$ cat src/rtl/riscv_mc_controller.sv
// Multicycle RV32I-subset control FSM (lw, sw, R-ALU, I-ALU, beq, jal).
// This is a Moore machine. Per-state controls are registered together with the state,
// so they are valid from the start of each state.
// PCWrite uses the ALU zero flag, so it stays combinational.
// ALUControl and ImmSrc are also combinational, because they depend on op/funct.
module riscv_mc_controller #(
  parameter int ILLEGAL_TRAP = 1,
  parameter int STATE_W      = 4
) (
  input  logic       clk,
  input  logic       rst_n,
  input  logic [6:0] op,
  input  logic [2:0] funct3,
  input  logic       funct7b5,
  input  logic       zero,
  output logic       PCWrite,
  output logic       AdrSrc,
  output logic       MemWrite,
  output logic       IRWrite,
  output logic       RegWrite,
  output logic [1:0] ResultSrc,
  output logic [1:0] ALUSrcA,
  output logic [1:0] ALUSrcB,
  output logic [1:0] ImmSrc,
  output logic [2:0] ALUControl,
  output logic       illegal
);

  localparam logic [6:0] OP_LW   = 7'b0000011;
  localparam logic [6:0] OP_SW   = 7'b0100011;
  localparam logic [6:0] OP_R    = 7'b0110011;
  localparam logic [6:0] OP_I    = 7'b0010011;
  localparam logic [6:0] OP_BEQ  = 7'b1100011;
  localparam logic [6:0] OP_JAL  = 7'b1101111;

  typedef enum logic [STATE_W-1:0] {
    S_FETCH, S_DECODE, S_MEMADR, S_MEMREAD, S_MEMWB, S_MEMWRITE,
    S_EXECR, S_EXECI, S_ALUWB, S_BEQ, S_JAL, S_HALT
  } state_t;

  typedef struct packed {
    logic       pc_update;
    logic       branch;
    logic       adr_src;
    logic       mem_write;
    logic       ir_write;
    logic       reg_write;
    logic [1:0] result_src;
    logic [1:0] alu_src_a;
    logic [1:0] alu_src_b;
    logic [1:0] alu_op;
    logic       illegal;
  } ctrl_t;

  state_t r_state;
  state_t w_state_next;
  ctrl_t  r_ctrl;
  logic [2:0] w_alu_control;
  logic [1:0] w_imm_src;

  // Control word for each state; anything not set stays 0.
  function automatic ctrl_t f_ctrl(input state_t s);
    ctrl_t c;
    c = '0;
    case (s)
      S_FETCH: begin
        c.ir_write   = 1'b1;
        c.alu_src_b  = 2'b10;
        c.result_src = 2'b10;
        c.pc_update  = 1'b1;
      end
      S_DECODE: begin
        c.alu_src_a = 2'b01;
        c.alu_src_b = 2'b01;
      end
      S_MEMADR: begin
        c.alu_src_a = 2'b10;
        c.alu_src_b = 2'b01;
      end
      S_MEMREAD:  c.adr_src = 1'b1;
      S_MEMWB: begin
        c.result_src = 2'b01;
        c.reg_write  = 1'b1;
      end
      S_MEMWRITE: begin
        c.adr_src   = 1'b1;
        c.mem_write = 1'b1;
      end
      S_EXECR: begin
        c.alu_src_a = 2'b10;
        c.alu_op    = 2'b10;
      end
      S_EXECI: begin
        c.alu_src_a = 2'b10;
        c.alu_src_b = 2'b01;
        c.alu_op    = 2'b10;
      end
      S_ALUWB:    c.reg_write = 1'b1;
      S_BEQ: begin
        c.alu_src_a = 2'b10;
        c.alu_op    = 2'b01;
        c.branch    = 1'b1;
      end
      S_JAL: begin
        c.alu_src_a = 2'b01;
        c.alu_src_b = 2'b10;
        c.pc_update = 1'b1;
      end
      S_HALT:     c.illegal = 1'b1;
      default:    c = '0;
    endcase
    return c;
  endfunction

  // Next-state logic; op is only consulted in DECODE and MEMADR, so an X in FETCH is harmless.
  always_comb begin
    w_state_next = r_state;
    case (r_state)
      S_FETCH:    w_state_next = S_DECODE;
      S_DECODE: begin
        case (op)
          OP_LW, OP_SW: w_state_next = S_MEMADR;
          OP_R:         w_state_next = S_EXECR;
          OP_I:         w_state_next = S_EXECI;
          OP_BEQ:       w_state_next = S_BEQ;
          OP_JAL:       w_state_next = S_JAL;
          default:      w_state_next = (ILLEGAL_TRAP != 0) ? S_HALT : S_FETCH;
        endcase
      end
      // op[5] separates sw (0100011) from lw (0000011)
      S_MEMADR:   w_state_next = op[5] ? S_MEMWRITE : S_MEMREAD;
      S_MEMREAD:  w_state_next = S_MEMWB;
      S_MEMWB:    w_state_next = S_FETCH;
      S_MEMWRITE: w_state_next = S_FETCH;
      S_EXECR:    w_state_next = S_ALUWB;
      S_EXECI:    w_state_next = S_ALUWB;
      S_JAL:      w_state_next = S_ALUWB;
      S_ALUWB:    w_state_next = S_FETCH;
      S_BEQ:      w_state_next = S_FETCH;
      S_HALT:     w_state_next = S_HALT;
      default:    w_state_next = S_FETCH;
    endcase
  end

  // State and registered control word; reset forces FETCH and its controls immediately.
  always_ff @(posedge clk or negedge rst_n) begin
    if (!rst_n) begin
      r_state <= S_FETCH;
      r_ctrl  <= f_ctrl(S_FETCH);
    end else begin
      r_state <= w_state_next;
      r_ctrl  <= f_ctrl(w_state_next);
    end
  end

  // ALU decoder: ALUOp selects add/sub directly or defers to funct3 for ALU instructions.
  always_comb begin
    w_alu_control = 3'b000;
    case (r_ctrl.alu_op)
      2'b00: w_alu_control = 3'b000;
      2'b01: w_alu_control = 3'b001;
      2'b10: begin
        case (funct3)
          3'b000:  w_alu_control = (op[5] & funct7b5) ? 3'b001 : 3'b000;
          3'b010:  w_alu_control = 3'b101;
          3'b110:  w_alu_control = 3'b011;
          3'b111:  w_alu_control = 3'b010;
          default: w_alu_control = 3'b000;
        endcase
      end
      default: w_alu_control = 3'b000;
    endcase
  end

  // Immediate format select straight from the opcode.
  always_comb begin
    w_imm_src = 2'b00;
    case (op)
      OP_SW:   w_imm_src = 2'b01;
      OP_BEQ:  w_imm_src = 2'b10;
      OP_JAL:  w_imm_src = 2'b11;
      default: w_imm_src = 2'b00;
    endcase
  end

  assign PCWrite    = r_ctrl.pc_update | (r_ctrl.branch & zero);
  assign AdrSrc     = r_ctrl.adr_src;
  assign MemWrite   = r_ctrl.mem_write;
  assign IRWrite    = r_ctrl.ir_write;
  assign RegWrite   = r_ctrl.reg_write;
  assign ResultSrc  = r_ctrl.result_src;
  assign ALUSrcA    = r_ctrl.alu_src_a;
  assign ALUSrcB    = r_ctrl.alu_src_b;
  assign ImmSrc     = w_imm_src;
  assign ALUControl = w_alu_control;
  assign illegal    = r_ctrl.illegal;

endmodule

$ cat config.mk
export PLATFORM = sky130hd
export DESIGN_NAME = riscv_mc_controller
export DESIGN_NICKNAME = d
export VERILOG_FILES = /design/src/rtl/riscv_mc_controller.sv
export SDC_FILE = /design/constraint.sdc
export NUM_CORES = 1
export LEC_CHECK = 0
export ABC_AREA = 1
export ABC_CLOCK_PERIOD_IN_PS = 1400
export CORE_MARGIN = 3
export CORE_UTILIZATION = 43
export CTS_BUF_LIST = sky130_fd_sc_hd__clkbuf_4
export DETAILED_ROUTE_END_ITERATION = 10
export MAX_ROUTING_LAYER = met4
export PLACE_DENSITY = 0.77
export SKIP_LAST_GASP = 1
export SYNTH_ARGS = -nofsm -noshare
export SYNTH_HDL_FRONTEND = slang
export SYNTH_SLANG_ARGS = --single-unit
$ cat constraint.sdc
create_clock -name clk -period 1.4 [get_ports clk]
set_clock_uncertainty 0.15 [all_clocks]
set_input_delay 0.28 -clock clk [delete_from_list [all_inputs] [get_ports clk]]
set_output_delay 0.28 -clock clk [all_outputs]
set_load 0.02 [all_outputs]
==> reports/qor.yml, run 1 <==
power_and_ir_drop:
  switching_share_pct: 45.6
  p_int_mw: 1.77
  cellLeakagePower_nw: 0.904
  p_comb_share_pct: 66.2
  powerDensity_mw_per_mm2: 1830
  pwr-share-seq_pct: 26.0
  power_frac_clock_pct: 7.8
  vdd_drop_max_uv: 1590
  switching_power_mw: 1.49
timing:
  drv_slew: 0
  max_slew_margin_pct: 77.7
  worst_pin_slew_ps: 334
  timing.final.crit_share_pct: 140
  setup_tns_ps: -3810
  setup_violations: 18
  fmax_mhz: 512
  setup_ws_ps: -554
  rsz0062_at_grt: "true"
  finalCriticalPeriod_ps: 1950
  hold_violations: 0
logic_synthesis:
  syn_inst: 119
  synth_area_leader_cell: "dfrtp_1"
  synth_largest_type_area_fraction_pct: 36.2
  ys_seq_area_share_pct: 43.8
  synth.distinct_cells: 28
  avgSynthCellArea_sq_um: 8.71
  synth_warnings: 0
  synth_nets: 135
  synth.cell_area_sq_mm: 0.00104
  ys_ff_latch: 18
  synth.area.top_cells: "dfrtp_1 (36%), dfstp_2 (7.6%), inv_1 (7.2%)"
worst_setup_path:
  end_kind: "output port"
  rrSetupSlack_ps: -250
  startpoint_type: "flip-flop"
  critPathRequiredTime_ps: 970
  worstPathArrival_ps: 1520
  worstSetupPathType: "reg2out"
  cp_max_fo: 3
die:
  dieHeight_microns: 55.1
  initial_core_util_pct: 45.9
  dieArea_sq_mm: 0.00303
  die_w_microns: 55.1
  io_pins: 31
  rows: 17
  coreArea_sq_mm: 0.00225
grt:
  grt_max_degree: 19
  grt_pass1_vias: 955
  grt-ovfl-total: 0
  grt_pass1_wl_mm: 3.88
  grt_usage_pct: 18.4
  grt_antenna_before_repair: 0
cts:
  cts_buffer_depth: 2
  path_clk_slew_ps: 90
  clock_sinks: 18
  htree_levels: 1
  cts_tree: "yes"
  clock_latency_ps: 290
  cts_made_buffers: 3
  cts-root-buf: "clkbuf_4"
drt:
  detail_route.vias_per_cell: 4.95
  detail_route.wl_per_cell_microns: 13.6
  drcViolationCount: 0
  dr.first_iter.drc_count: 17
  dr_total_vias: 1039
  first_pass_iters: 4
  wirelength_mm: 2.85
  ant_nets: 0
hold_path:
  min_path_type: "in2async"
flow_run:
  maxCapViolCount: 0
layout:
  antenna_cells: 0
  fillers: 138
  seq_area_sq_um: 455
  fin_cells: 210
  syn_to_final_growth_pct: 72.2
  drive_above_1_share_pct: 66.5
  nets: 199
  multi_input_area_sq_um: 626
run_status:
  outcome: "finished with violations"
  violations: "negative setup slack"
place:
  dp.cells: 194
  hpwl_mm: 1.84
  gp_congestion: 0.803
  dp_slack_ps: -916
  port_buffers: 30
through the flow:
| stage | power, mW | hold WS [ps] | util (%) | cell area [sq um] |
|---|---|---|---|---|
| after floorplan | 1.89 | -166 | - | 1070 |
| after global placement | 2.47 | 469 | 68.0 | 1530 |
| after detailed placement | 2.52 | 468 | 68.0 | 1530 |
| after CTS | 2.92 | 136 | 73.5 | 1660 |
| after global routing | 3.50 | 174 | 79.1 | 1780 |
| final | 3.26 | 143 | 79.1 | 1780 |
layout by cell type, fill, tap and decap left out, types with 7 or more instances in the layout:
cell,count
nor2_2,7
nand2_1,13
nand2_2,7
buf_6,17
clkbuf_2,7
dfrtp_1,14
inv_1,12
inv_2,9
buf_4,33
layer usage:
layer / track usage, % / up-vias / routed length [microns]
met3: 5.09 / 12 / 160
met2: 32.7 / 37 / 1540
met1: 19.8 / 496 / 1060
met5: - / - / 0
li1: - / 494 / -
met4: 6.07 / 0 / 89
power by group through the flow:
stage	clock network (mW)	registers (mW)	logic (mW)
final	0.256	0.848	2.16
after global routing	0.285	0.867	2.35
after CTS	0.268	0.831	1.82
after detailed placement	0	0.840	1.68
after global placement	0	0.829	1.64
after floorplan	0	0.884	1.01
final timing paths:
check	cells past startpoint	start	to
worst max-delay path	5	r_ctrl[2]	ALUControl[0]
worst min-delay path	2	rst_n	ALUSrcA[0]
worst max register to register	8	r_state[3]	ALUSrcB[0]
worst min register to register	2	r_state[3]	IRWrite
max in group asynchronous	2	rst_n	IRWrite
min in group clk	5	op[5]	MemWrite
cell type report:
cell class                      instances  area share, %
Multi-Input combinational cell         72           35.1
Clock buffer                            3           1.26
Inverter                               23           5.12
Sequential cell                        18           25.5
Clock inverter                          1          0.210
Tap cell                               28           1.96
Timing Repair Buffer                   65           30.9
cells by family after synthesis:
group	Yosys count	share of synthesized area, %
simple gates	63	35.5
buf+inv	29	12.7
flops	18	43.8
compound gates	7	5.56
fa+ha+maj	2	2.42
worst max-delay path: stages, from the launching register on:
cell,delay [ps]
dfrtp_1,400
ha_1,300
inv_2,90
nand4_1,130
o221ai_4,160
buf_6,140
sequential cells by signal (all words and copies together) (netlist names), 2 cells and up:
register / flops
r_ctrl: 4
r_state: 4
ALUSrcA: 2
ALUSrcB: 2
synthesized netlist by cell type:
library cell	n
nor3_2	1
nand3_1	8
inv_1	20
inv_2	3
nor2_2	5
a21o_1	1
nand4_1	1
o21ai_0	1
o2bb2ai_2	1
dfrtp_1	15
dfstp_2	3
nand4_2	2
nor2_4	2
a21oi_1	1
nand2_4	2
or2_2	1
nand2_2	8
nand3_2	2
a21oi_2	1
o221ai_1	1
nand2_1	17
nor3_1	1
o211ai_1	1
buf_4	6
ha_1	2
nand3_4	1
nor2_1	11
and3_1	1
timing repair:
item,in CTS,in global routing
endpoints found under the setup margin,28,29
buffers inserted,8,4
pin swaps,15,13
resized for setup,115,39
hold buffers,0,0
No activity file was read; power rests on OpenSTA's default activity.
==> run 2, diff against run 1 <==
--- a/config.mk
+++ b/config.mk
@@ -14,6 +14,7 @@
 export MAX_ROUTING_LAYER = met4
 export PLACE_DENSITY = 0.77
 export SKIP_LAST_GASP = 1
+export SLEW_MARGIN = 20
 export SYNTH_ARGS = -nofsm -noshare
 export SYNTH_HDL_FRONTEND = slang
 export SYNTH_SLANG_ARGS = --single-unit
==> results of run 2 <==
The final DEF is identical to that of run 1; final timing and power are the same.
